### config.mk
export PLATFORM = sky130hd
export DESIGN_NAME = ddr_ring_sched_flat
export DESIGN_NICKNAME = d
export VERILOG_FILES = /design/src/rtl/ddr_ring_sched_if.sv /design/src/rtl/ddr_ring_sched.sv /design/src/flat_wrapper.sv
export SDC_FILE = /design/constraint.sdc
export NUM_CORES = 1
export LEC_CHECK = 0
export BUFFER_PORTS_ARGS = -buffer_cell sky130_fd_sc_hd__buf_2
export CORE_ASPECT_RATIO = 0.6
export CORE_MARGIN = 4
export CORE_UTILIZATION = 47
export CTS_CLUSTER_DIAMETER = 30
export DETAILED_ROUTE_END_ITERATION = 8
export HOLD_SLACK_MARGIN = 0.05
export PLACE_DENSITY = 0.86
export RECOVER_POWER = 100
export SYNTH_ARGS = -nofsm -noshare
export SYNTH_HDL_FRONTEND = slang
export SYNTH_SLANG_ARGS = --single-unit
### constraint.sdc
create_clock -name clk -period 8.6 [get_ports clk]
set_input_delay 0.43 -clock clk [delete_from_list [all_inputs] [get_ports clk]]
set_output_delay 0.43 -clock clk [all_outputs]
set_load 0.005 [all_outputs]
### src/rtl/ddr_ring_sched_if.sv
// DataMover command/status bundle for ddr_ring_sched.
// master: scheduler side (drives commands, status tready, aresetn).
// slave:  DataMover side (accepts commands, returns status bytes).
interface ddr_ring_sched_if;
  // S2MM (capture into DDR)
  logic        m_axis_s2mm_cmdsts_aresetn;
  logic [71:0] S_AXIS_S2MM_CMD_tdata;
  logic        S_AXIS_S2MM_CMD_tvalid;
  logic        S_AXIS_S2MM_CMD_tready;
  logic [7:0]  M_AXIS_S2MM_STS_tdata;
  logic        M_AXIS_S2MM_STS_tvalid;
  logic        M_AXIS_S2MM_STS_tready;
  // MM2S (readback from DDR)
  logic        m_axis_mm2s_cmdsts_aresetn;
  logic [71:0] S_AXIS_MM2S_CMD_tdata;
  logic        S_AXIS_MM2S_CMD_tvalid;
  logic        S_AXIS_MM2S_CMD_tready;
  logic [7:0]  M_AXIS_MM2S_STS_tdata;
  logic        M_AXIS_MM2S_STS_tvalid;
  logic        M_AXIS_MM2S_STS_tready;

  modport master (
    output m_axis_s2mm_cmdsts_aresetn,
    output S_AXIS_S2MM_CMD_tdata,
    output S_AXIS_S2MM_CMD_tvalid,
    input  S_AXIS_S2MM_CMD_tready,
    input  M_AXIS_S2MM_STS_tdata,
    input  M_AXIS_S2MM_STS_tvalid,
    output M_AXIS_S2MM_STS_tready,
    output m_axis_mm2s_cmdsts_aresetn,
    output S_AXIS_MM2S_CMD_tdata,
    output S_AXIS_MM2S_CMD_tvalid,
    input  S_AXIS_MM2S_CMD_tready,
    input  M_AXIS_MM2S_STS_tdata,
    input  M_AXIS_MM2S_STS_tvalid,
    output M_AXIS_MM2S_STS_tready
  );

  modport slave (
    input  m_axis_s2mm_cmdsts_aresetn,
    input  S_AXIS_S2MM_CMD_tdata,
    input  S_AXIS_S2MM_CMD_tvalid,
    output S_AXIS_S2MM_CMD_tready,
    output M_AXIS_S2MM_STS_tdata,
    output M_AXIS_S2MM_STS_tvalid,
    input  M_AXIS_S2MM_STS_tready,
    input  m_axis_mm2s_cmdsts_aresetn,
    input  S_AXIS_MM2S_CMD_tdata,
    input  S_AXIS_MM2S_CMD_tvalid,
    output S_AXIS_MM2S_CMD_tready,
    output M_AXIS_MM2S_STS_tdata,
    output M_AXIS_MM2S_STS_tvalid,
    input  M_AXIS_MM2S_STS_tready
  );
endinterface

### src/rtl/ddr_ring_sched.sv
// Ring-buffer scheduler for the AXI DataMover: streams capture into NUM_SEG
// fixed-size DDR segments (S2MM) and reads back the oldest committed segment
// on request (MM2S). Tracks occupancy and halts on any DataMover error.
// Ports:
//   clk, reset     clock, synchronous active-high reset
//   enable         keep issuing S2MM segments while 1
//   rd_req         one-cycle pulse: read out the oldest committed segment
//   dm             DataMover command/status channels (master side)
//   fill           committed, unread segments
//   rd_busy        MM2S transfer in flight
//   full_stall     S2MM held off because the ring is full
//   err/err_status sticky error flag and first failing status byte
module ddr_ring_sched #(
  parameter logic [31:0] BASE_ADDR = 32'h0000_0000,
  parameter int unsigned SEG_BYTES = 4096,
  parameter int unsigned NUM_SEG   = 16
) (
  input  logic                       clk,
  input  logic                       reset,
  input  logic                       enable,
  input  logic                       rd_req,
  ddr_ring_sched_if.master           dm,
  output logic [$clog2(NUM_SEG):0]   fill,
  output logic                       rd_busy,
  output logic                       full_stall,
  output logic                       err,
  output logic [7:0]                 err_status
);

  localparam int unsigned SEG_W  = $clog2(NUM_SEG);
  localparam int unsigned FILL_W = SEG_W + 1;
  localparam logic [FILL_W-1:0] FILL_MAX = FILL_W'(NUM_SEG);
  localparam logic [22:0]       BTT      = 23'(SEG_BYTES);

  localparam logic [1:0] W_IDLE = 2'd0;
  localparam logic [1:0] W_CMD  = 2'd1;
  localparam logic [1:0] W_WAIT = 2'd2;
  localparam logic [1:0] R_IDLE = 2'd0;
  localparam logic [1:0] R_CMD  = 2'd1;
  localparam logic [1:0] R_WAIT = 2'd2;

  // DataMover command word for one segment; tag is the low segment bits.
  function automatic logic [71:0] make_cmd(input logic [SEG_W-1:0] seg);
    logic [31:0] addr;
    addr = BASE_ADDR + 32'(seg) * 32'(SEG_BYTES);
    return {4'h0, 4'(seg), addr, 8'h00, 1'b1, BTT};
  endfunction

  // Good status: OKAY set, no error bits, tag matches the outstanding command.
  function automatic logic sts_ok(input logic [7:0] sts, input logic [3:0] tag);
    return sts[7] && (sts[6:4] == 3'b000) && (sts[3:0] == tag);
  endfunction

  logic [1:0]        w_state, w_state_nxt;
  logic [1:0]        r_state, r_state_nxt;
  logic [SEG_W-1:0]  wr_seg, wr_seg_nxt;
  logic [SEG_W-1:0]  rd_seg, rd_seg_nxt;
  logic [FILL_W-1:0] fill_nxt;
  logic              err_nxt;
  logic [7:0]        err_status_nxt;
  logic              rd_busy_nxt, full_stall_nxt;

  logic [71:0]       s2mm_tdata, s2mm_tdata_nxt;
  logic              s2mm_tvalid, s2mm_tvalid_nxt;
  logic [71:0]       mm2s_tdata, mm2s_tdata_nxt;
  logic              mm2s_tvalid, mm2s_tvalid_nxt;
  logic              s2mm_sts_rdy, mm2s_sts_rdy;
  logic              s2mm_rstn, mm2s_rstn;

  logic              w_sts_fire, w_sts_good, w_sts_bad;
  logic              r_sts_fire, r_sts_good, r_sts_bad;

  // Next-state and datapath for both channels, occupancy and error latch.
  always_comb begin
    w_state_nxt     = w_state;
    r_state_nxt     = r_state;
    wr_seg_nxt      = wr_seg;
    rd_seg_nxt      = rd_seg;
    fill_nxt        = fill;
    err_nxt         = err;
    err_status_nxt  = err_status;
    s2mm_tdata_nxt  = s2mm_tdata;
    s2mm_tvalid_nxt = s2mm_tvalid;
    mm2s_tdata_nxt  = mm2s_tdata;
    mm2s_tvalid_nxt = mm2s_tvalid;

    // A status outside WAIT is stray and counts as bad.
    w_sts_fire = dm.M_AXIS_S2MM_STS_tvalid && s2mm_sts_rdy;
    r_sts_fire = dm.M_AXIS_MM2S_STS_tvalid && mm2s_sts_rdy;
    w_sts_good = w_sts_fire && (w_state == W_WAIT)
                 && sts_ok(dm.M_AXIS_S2MM_STS_tdata, 4'(wr_seg));
    r_sts_good = r_sts_fire && (r_state == R_WAIT)
                 && sts_ok(dm.M_AXIS_MM2S_STS_tdata, 4'(rd_seg));
    w_sts_bad  = w_sts_fire && !w_sts_good;
    r_sts_bad  = r_sts_fire && !r_sts_good;

    // S2MM: write segments while there is room.
    case (w_state)
      W_IDLE: begin
        if (enable && (fill < FILL_MAX) && !err) begin
          w_state_nxt     = W_CMD;
          s2mm_tdata_nxt  = make_cmd(wr_seg);
          s2mm_tvalid_nxt = 1'b1;
        end
      end
      W_CMD: begin
        if (s2mm_tvalid && dm.S_AXIS_S2MM_CMD_tready) begin
          s2mm_tvalid_nxt = 1'b0;
          w_state_nxt     = W_WAIT;
        end
      end
      W_WAIT: begin
        if (w_sts_good) begin
          wr_seg_nxt  = wr_seg + SEG_W'(1);
          w_state_nxt = W_IDLE;
        end
      end
      default: begin
        w_state_nxt     = W_IDLE;
        s2mm_tvalid_nxt = 1'b0;
      end
    endcase

    // MM2S: one read per request; requests while busy or empty are dropped.
    case (r_state)
      R_IDLE: begin
        if (rd_req && (fill != '0) && !err) begin
          r_state_nxt     = R_CMD;
          mm2s_tdata_nxt  = make_cmd(rd_seg);
          mm2s_tvalid_nxt = 1'b1;
        end
      end
      R_CMD: begin
        if (mm2s_tvalid && dm.S_AXIS_MM2S_CMD_tready) begin
          mm2s_tvalid_nxt = 1'b0;
          r_state_nxt     = R_WAIT;
        end
      end
      R_WAIT: begin
        if (r_sts_good) begin
          rd_seg_nxt  = rd_seg + SEG_W'(1);
          r_state_nxt = R_IDLE;
        end
      end
      default: begin
        r_state_nxt     = R_IDLE;
        mm2s_tvalid_nxt = 1'b0;
      end
    endcase

    // A segment under readback stays counted until its status returns.
    case ({w_sts_good, r_sts_good})
      2'b10:   fill_nxt = fill + FILL_W'(1);
      2'b01:   fill_nxt = fill - FILL_W'(1);
      default: fill_nxt = fill;
    endcase

    // Any bad status freezes the ring; the S2MM byte wins a tie.
    if (w_sts_bad || r_sts_bad) begin
      w_state_nxt     = W_IDLE;
      r_state_nxt     = R_IDLE;
      s2mm_tvalid_nxt = 1'b0;
      mm2s_tvalid_nxt = 1'b0;
      wr_seg_nxt      = wr_seg;
      rd_seg_nxt      = rd_seg;
      fill_nxt        = fill;
      err_nxt         = 1'b1;
      if (!err) begin
        err_status_nxt = w_sts_bad ? dm.M_AXIS_S2MM_STS_tdata
                                   : dm.M_AXIS_MM2S_STS_tdata;
      end
    end

    rd_busy_nxt    = (r_state_nxt != R_IDLE);
    full_stall_nxt = (w_state_nxt == W_IDLE) && enable && (fill_nxt == FILL_MAX);
  end

  // State and output registers.
  always_ff @(posedge clk) begin
    if (reset) begin
      w_state      <= W_IDLE;
      r_state      <= R_IDLE;
      wr_seg       <= '0;
      rd_seg       <= '0;
      fill         <= '0;
      err          <= 1'b0;
      err_status   <= '0;
      rd_busy      <= 1'b0;
      full_stall   <= 1'b0;
      s2mm_tdata   <= '0;
      s2mm_tvalid  <= 1'b0;
      mm2s_tdata   <= '0;
      mm2s_tvalid  <= 1'b0;
      s2mm_sts_rdy <= 1'b0;
      mm2s_sts_rdy <= 1'b0;
      s2mm_rstn    <= 1'b0;
      mm2s_rstn    <= 1'b0;
    end else begin
      w_state      <= w_state_nxt;
      r_state      <= r_state_nxt;
      wr_seg       <= wr_seg_nxt;
      rd_seg       <= rd_seg_nxt;
      fill         <= fill_nxt;
      err          <= err_nxt;
      err_status   <= err_status_nxt;
      rd_busy      <= rd_busy_nxt;
      full_stall   <= full_stall_nxt;
      s2mm_tdata   <= s2mm_tdata_nxt;
      s2mm_tvalid  <= s2mm_tvalid_nxt;
      mm2s_tdata   <= mm2s_tdata_nxt;
      mm2s_tvalid  <= mm2s_tvalid_nxt;
      s2mm_sts_rdy <= 1'b1;
      mm2s_sts_rdy <= 1'b1;
      s2mm_rstn    <= 1'b1;
      mm2s_rstn    <= 1'b1;
    end
  end

  assign dm.S_AXIS_S2MM_CMD_tdata      = s2mm_tdata;
  assign dm.S_AXIS_S2MM_CMD_tvalid     = s2mm_tvalid;
  assign dm.M_AXIS_S2MM_STS_tready     = s2mm_sts_rdy;
  assign dm.m_axis_s2mm_cmdsts_aresetn = s2mm_rstn;
  assign dm.S_AXIS_MM2S_CMD_tdata      = mm2s_tdata;
  assign dm.S_AXIS_MM2S_CMD_tvalid     = mm2s_tvalid;
  assign dm.M_AXIS_MM2S_STS_tready     = mm2s_sts_rdy;
  assign dm.m_axis_mm2s_cmdsts_aresetn = mm2s_rstn;

endmodule

### src/flat_wrapper.sv
// flat-port wrapper written by rule: the top's interface ports become plain ports
module ddr_ring_sched_flat 
#(
  parameter logic [31:0] BASE_ADDR = 32'h0000_0000,
  parameter int unsigned SEG_BYTES = 4096,
  parameter int unsigned NUM_SEG   = 16
)
  (clk, reset, enable, rd_req, fill, rd_busy, full_stall, err, err_status, dm_m_axis_s2mm_cmdsts_aresetn, dm_S_AXIS_S2MM_CMD_tdata, dm_S_AXIS_S2MM_CMD_tvalid, dm_S_AXIS_S2MM_CMD_tready, dm_M_AXIS_S2MM_STS_tdata, dm_M_AXIS_S2MM_STS_tvalid, dm_M_AXIS_S2MM_STS_tready, dm_m_axis_mm2s_cmdsts_aresetn, dm_S_AXIS_MM2S_CMD_tdata, dm_S_AXIS_MM2S_CMD_tvalid, dm_S_AXIS_MM2S_CMD_tready, dm_M_AXIS_MM2S_STS_tdata, dm_M_AXIS_MM2S_STS_tvalid, dm_M_AXIS_MM2S_STS_tready);
  ddr_ring_sched_if dm_i ();
  input  logic clk;
  input  logic reset;
  input  logic enable;
  input  logic rd_req;
  output logic [$clog2(NUM_SEG):0] fill;
  output logic rd_busy;
  output logic full_stall;
  output logic err;
  output logic [7:0] err_status;
  output wire logic [$bits(dm_i.m_axis_s2mm_cmdsts_aresetn)-1:0] dm_m_axis_s2mm_cmdsts_aresetn;
  output wire logic [$bits(dm_i.S_AXIS_S2MM_CMD_tdata)-1:0] dm_S_AXIS_S2MM_CMD_tdata;
  output wire logic [$bits(dm_i.S_AXIS_S2MM_CMD_tvalid)-1:0] dm_S_AXIS_S2MM_CMD_tvalid;
  input wire logic [$bits(dm_i.S_AXIS_S2MM_CMD_tready)-1:0] dm_S_AXIS_S2MM_CMD_tready;
  input wire logic [$bits(dm_i.M_AXIS_S2MM_STS_tdata)-1:0] dm_M_AXIS_S2MM_STS_tdata;
  input wire logic [$bits(dm_i.M_AXIS_S2MM_STS_tvalid)-1:0] dm_M_AXIS_S2MM_STS_tvalid;
  output wire logic [$bits(dm_i.M_AXIS_S2MM_STS_tready)-1:0] dm_M_AXIS_S2MM_STS_tready;
  output wire logic [$bits(dm_i.m_axis_mm2s_cmdsts_aresetn)-1:0] dm_m_axis_mm2s_cmdsts_aresetn;
  output wire logic [$bits(dm_i.S_AXIS_MM2S_CMD_tdata)-1:0] dm_S_AXIS_MM2S_CMD_tdata;
  output wire logic [$bits(dm_i.S_AXIS_MM2S_CMD_tvalid)-1:0] dm_S_AXIS_MM2S_CMD_tvalid;
  input wire logic [$bits(dm_i.S_AXIS_MM2S_CMD_tready)-1:0] dm_S_AXIS_MM2S_CMD_tready;
  input wire logic [$bits(dm_i.M_AXIS_MM2S_STS_tdata)-1:0] dm_M_AXIS_MM2S_STS_tdata;
  input wire logic [$bits(dm_i.M_AXIS_MM2S_STS_tvalid)-1:0] dm_M_AXIS_MM2S_STS_tvalid;
  output wire logic [$bits(dm_i.M_AXIS_MM2S_STS_tready)-1:0] dm_M_AXIS_MM2S_STS_tready;
  assign dm_m_axis_s2mm_cmdsts_aresetn = dm_i.m_axis_s2mm_cmdsts_aresetn;
  assign dm_S_AXIS_S2MM_CMD_tdata = dm_i.S_AXIS_S2MM_CMD_tdata;
  assign dm_S_AXIS_S2MM_CMD_tvalid = dm_i.S_AXIS_S2MM_CMD_tvalid;
  assign dm_i.S_AXIS_S2MM_CMD_tready = dm_S_AXIS_S2MM_CMD_tready;
  assign dm_i.M_AXIS_S2MM_STS_tdata = dm_M_AXIS_S2MM_STS_tdata;
  assign dm_i.M_AXIS_S2MM_STS_tvalid = dm_M_AXIS_S2MM_STS_tvalid;
  assign dm_M_AXIS_S2MM_STS_tready = dm_i.M_AXIS_S2MM_STS_tready;
  assign dm_m_axis_mm2s_cmdsts_aresetn = dm_i.m_axis_mm2s_cmdsts_aresetn;
  assign dm_S_AXIS_MM2S_CMD_tdata = dm_i.S_AXIS_MM2S_CMD_tdata;
  assign dm_S_AXIS_MM2S_CMD_tvalid = dm_i.S_AXIS_MM2S_CMD_tvalid;
  assign dm_i.S_AXIS_MM2S_CMD_tready = dm_S_AXIS_MM2S_CMD_tready;
  assign dm_i.M_AXIS_MM2S_STS_tdata = dm_M_AXIS_MM2S_STS_tdata;
  assign dm_i.M_AXIS_MM2S_STS_tvalid = dm_M_AXIS_MM2S_STS_tvalid;
  assign dm_M_AXIS_MM2S_STS_tready = dm_i.M_AXIS_MM2S_STS_tready;
  ddr_ring_sched #(.BASE_ADDR(BASE_ADDR), .SEG_BYTES(SEG_BYTES), .NUM_SEG(NUM_SEG)) u_core (.clk(clk), .reset(reset), .enable(enable), .rd_req(rd_req), .dm(dm_i), .fill(fill), .rd_busy(rd_busy), .full_stall(full_stall), .err(err), .err_status(err_status));
endmodule
# Yosys cells after proc, flatten, opt, wreduce, memory -nomap -nowiden
# Cells that the tools add are included.
# word_totals
reg_bits,51
in_bits,24
word_cells,95
out_inout_bits,166
# classes
muxes,20
magnitude_cmp,1
bitwise_logic,4
reduce_logical,39
addsub,4
n_eq_ne,13
# ops
operator,n
$logic_and A1 B1 Y1,20
$mux W2,8
$pmux W2 S3,2
$reduce_and A3 Y1,4
$pmux W5 S2,1
$add A4 B1 Y4 const B,2
$eq A4 B4 Y1,2
$mux W8,1
$ne A2 B1 Y1 const B,4
$eq A2 B1 Y1 const B,3
$eq A2 B2 Y1 const B,3
$logic_not A2 Y1,3
$logic_not A3 Y1,2
$pmux W1 S3,2
$reduce_and A2 Y1,3
$add A5 B1 Y5 const B,1
$eq A5 B5 Y1 const B,1
$lt A5 B5 Y1 const B,1
$mux W1,5
$mux W5,1
$reduce_bool A5 Y1,1
$sub A5 B1 Y5 const B,1
$not A1 Y1,4
$logic_not A1 Y1,3
3 further kinds,3

# Longest topological paths before layout
# depth
ltp_word,11
mapped_depth,11
mapped_depth_nobuf,11

# Worst setup path before layout
# Ideal clock, no wire load.
# synth_path
path_kind,input to register
start,in dm_M_AXIS_MM2S_STS_tdata[6]
end,reg u_core.full_stall
required_time_ns,8.500
setup_time_ns,0.100
cell_stages,11
arrival_ns,3.242
path_buffers,0
slack_ns,5.258
path_cell_list,nor4b_1 nand3b_1 nor3_1 ha_1 ha_1 a21o_1 a21oi_2 xnor2_1 or4b_2 mux2_4 a2111oi_4
# synth_between
elab_chain_cells,11
elab_cells_between_ends,16
cone_classes,3 x eq/ne; 3 x mux; 10 x reduce/logical
# synth_lines
item,line,rtl
start: declaration,flat_wrapper.sv:30,input wire logic [$bits(dm_i.M_AXIS_MM2S_STS_tdata)-1:0] dm_M_AXIS_MM2S_STS_tdata;
$logic_not A3 Y1 *,ddr_ring_sched.sv:51,return sts[7] && (sts[6:4] == 3'b000) && (sts[3:0] == tag);
$logic_and A1 B1 Y1 * (2 in series),ddr_ring_sched.sv:51,
$logic_and A1 B1 Y1 *,ddr_ring_sched.sv:93,"&& sts_ok(dm.M_AXIS_MM2S_STS_tdata, 4'(rd_seg));"
branches (longest 6 deep; another with $pmux W5 S2),-,
$logic_and A1 B1 Y1 *,ddr_ring_sched.sv:175,full_stall_nxt = (w_state_nxt == W_IDLE) && enable && (fill_nxt == FILL_MAX);
end signal: assignment,ddr_ring_sched.sv:207,full_stall <= full_stall_nxt;
end: declaration,ddr_ring_sched.sv:25,"output logic full_stall,"
# Every way passes the cells marked *.
# A chain may end at the register's enable or synchronous reset.

# Final worst setup path
# layout_path
start,reg u_core.rd_seg[2]
end,reg u_core.full_stall
# layout_between
elab_chain_cells,10
elab_cells_between_ends,15
cone_classes,4 x eq/ne; 3 x mux; 8 x reduce/logical
# layout_lines
item,line,rtl
start: declaration,ddr_ring_sched.sv:57,"logic [SEG_W-1:0] rd_seg, rd_seg_nxt;"
start signal: assignment,ddr_ring_sched.sv:202,rd_seg <= rd_seg_nxt;
$eq A4 B4 Y1 *,ddr_ring_sched.sv:51,
$logic_and A1 B1 Y1 *,ddr_ring_sched.sv:51,
$logic_and A1 B1 Y1 *,ddr_ring_sched.sv:93,
branches (longest 6 deep; another with $pmux W5 S2),-,
$logic_and A1 B1 Y1 *,ddr_ring_sched.sv:175,
# Marks and branches as above.

==> results.ini <==
[timing]
grt_setup_unrepaired=false
worstMarginPinSlew_ns=1.43
tns_ns=0
slew_headroom_pct=4.90
drv_slew=0
max_freq_ghz=0.273
hold_viol_final=0
layout_min_cycle_time_ns=3.66
fin_crit_sh_pct=42.5
setup-violations-final=0
fin_worst_skew_ns=0.00429

[hold_path]
holdPathStages=3
hp-class=primary input to flip-flop

[cts]
cts_resized=0
cts_hold_buf=0
path_clk_slew_ns=0.07
cts_tree=built
clockRootBuffer=clkbuf_8
ctsHtreeMaxLevel=2
clock_latency_ns=0.29
post_cts_buffers=0
cts_sinks=41
cts_buffer_depth=2
numCtsBuffers=5

[synthesis]
synth_warnings=0
ys.flop_type=dfxtp_1
synth_enable_flop_cells=0
ys_types=44
synth_top_area_share_pct=34.3
synth_area_per_cell_um2=8.78
synthCells=344
yosys.area.top_type=buf_4
synth-seq-area-share_pct=27.2
async_reset_ff_share_pct=0
synthTopCellsByArea=buf_4, dfxtp_1, mux2i_1
syn-cell-area_mm2=0.00302
ys_seq_elements=41

[placed_design]
postPlaceCellArea_mm2=0.00285
dpl.hpwl_mm=5.16
numPortBuffers=65
dp.cells=472
routabilityCongestion=0.896

[routing]
highest_layer=met4
vias=2020
wl_met2_mm=3.00
wl_per_cell_um=12.8
drc=0
drt-met1-wl_mm=2.58
route.met3.wl_um=550
first_pass_iters=4
vias_per_cell=4.21
wl_mm=6.16
ant_nets=0
drt_iter0_markers=86

[power_and_ir_drop]
leakage_nw=1.46
vdd_ir_drop_max_mv=0.0675
pwr_density_cell_mw_per_mm2=141
power_uw=410

[grt]
grt_pass1_vias=1765
grt_start_max_net_pins=34
grt_overflow_total=0
track_usage_pct=14.3
grt_pass1_wl_mm=9.00
antenna_found_initial=0

[run_status]
status=finished clean

[cells_and_area]
register_area_um2=821
multi_input_area_mm2=0.00156
n_antenna_cell=0
fillCellCount=626
drive_above_1_share_pct=13.1
area_growth_pct=-3.85
final_cells=480
fin_area_mm2=0.00291
fin_nets=426

[setup_path]
cp-start-kind=flip-flop
required_ns=8.80
end_kind=flip-flop
crit_path_max_incr_delay_ns=0.64
reg2reg_depth=11
cp_num_cells=11
critPathSlowestCell=or4b_2
worstPathBufferInverterCount=0
path_max_fanout=5
path_delay_family=simple AND/OR/NAND/NOR gates
cp.arrival_ns=3.86
criticalPathCategory=flip-flop to flip-flop
crit_chain=xnor2_1 > nand4_1 > nor3_1 > ha_1 > ha_1 > a21o_1 > a21oi_2 > xnor2_1 > or4b_2 > mux2_1 > a2111oi_4

[floorplanning]
die_area_mm2=0.00782
start_util_pct=49.0
die_y_um=70.1
core-area_mm2=0.00617
chipWidth_um=112
rows=22
ios=190

[job]
drv_cap=0

[registers in the layout (all words and copies together), names as in the netlist]
name	count
u_core.err_status	8
u_core.dm.S_AXIS_MM2S_CMD_tdata	5
u_core.dm.S_AXIS_S2MM_CMD_tdata	5
u_core.fill	5
u_core.rd_seg	4
u_core.wr_seg	4
u_core.r_state	2
u_core.w_state	2
u_core.dm.M_AXIS_S2MM_STS_tready	1
u_core.dm.S_AXIS_MM2S_CMD_tvalid	1
u_core.dm.S_AXIS_S2MM_CMD_tvalid	1
u_core.err	1
u_core.full_stall	1
u_core.rd_busy	1
[path summary, 6_finish.rpt]
check / start / endpoint / slack, ns
hold / removal: dm_S_AXIS_MM2S_CMD_tready / u_core.r_state[1]$_SDFF_PP0_ / 0.43
hold reg to reg: u_core.dm.S_AXIS_S2MM_CMD_tdata[23]$_SDFFE_PP0P_ / u_core.dm.S_AXIS_S2MM_CMD_tdata[23]$_SDFFE_PP0P_ / 0.46
setup / recovery: u_core.rd_seg[2]$_SDFFE_PP0P_ / u_core.full_stall$_SDFF_PP0_ / 4.94
setup reg to reg: u_core.rd_seg[2]$_SDFFE_PP0P_ / u_core.full_stall$_SDFF_PP0_ / 4.94
[where the power goes]
part	total (mW)	switching [mW]	internal, mW	leakage [nW]
Clock	0.159	0.0643	0.0946	0.0585
Combinational	0.0525	0.0367	0.0159	1.07
Sequential	0.198	0.00350	0.195	0.333
[synthesized netlist by cell type (all sizes together) (6+ instances only)]
cell and n:
a211oi 8, a21oi 13, buf 140, dfxtp 41, ha 6, mux2i 20, nand2 14, nand3 6
nor2 32, xnor2 10, xor2 9
[worst reg2reg max path: stages (launching register included)]
cell       delay (ns)
dfxtp_1          0.44
xnor2_1          0.15
nand4_1          0.20
nor3_1           0.47
ha_1             0.37
ha_1             0.27
a21o_1           0.17
a21oi_2          0.14
xnor2_1          0.09
or4b_2           0.64
mux2_1           0.35
a2111oi_4        0.26
[cells in the final DEF, fill, tap and decap left out, types with 2 or more instances in the layout]
master / instances
conb_1: 124
dfxtp_1: 41
buf_2: 39
nor2_1: 32
clkbuf_1: 27
mux2i_1: 20
nand2_1: 14
a21oi_1: 12
xnor2_1: 10
xor2_1: 9
a211oi_1: 8
nand3_1: 6
ha_1: 6
clkbuf_8: 6
nor3_1: 4
inv_1: 4
nand2b_1: 3
nand4_1: 2
o21ba_1: 2
nor2b_1: 2
o21bai_1: 2
a21o_1: 2
o21ai_0: 2
[per-layer routing]
layer  up-vias  track usage, %
met5         -               0
met4         0            2.83
met1       946            19.1
met3         3            4.68
li1        978               -
met2        93            22.6
[through the flow]
step	worst slack [ns]	hold slack [ns]	utilization, %
after CTS	5.01	0.425	48.1
final	4.94	0.430	47.1
after floorplan	5.26	0.455	-
after global placement	4.89	0.441	46.2
after global routing	4.71	0.434	47.1
after detailed placement	4.83	0.457	46.2
[cell families after synthesis]
logic type	synth area share, %
buf+inv	35.8
fa+ha+maj	3.15
mux	7.12
xor+xnor	5.51
flops	27.2
other cells	0.124
simple gates	12.9
compound gates	8.20
[layout make-up]
type | instances | share of cell area (%)
clock buffer | 7 | 2.97
clock inverter | 1 | 1.03
inverter | 4 | 0.517
multi-input combinational | 278 | 53.5
sequential | 41 | 28.3
tap | 84 | 3.62
timing repair buffer | 65 | 10.1
Note: power is estimated with default switching activity, not from simulation.
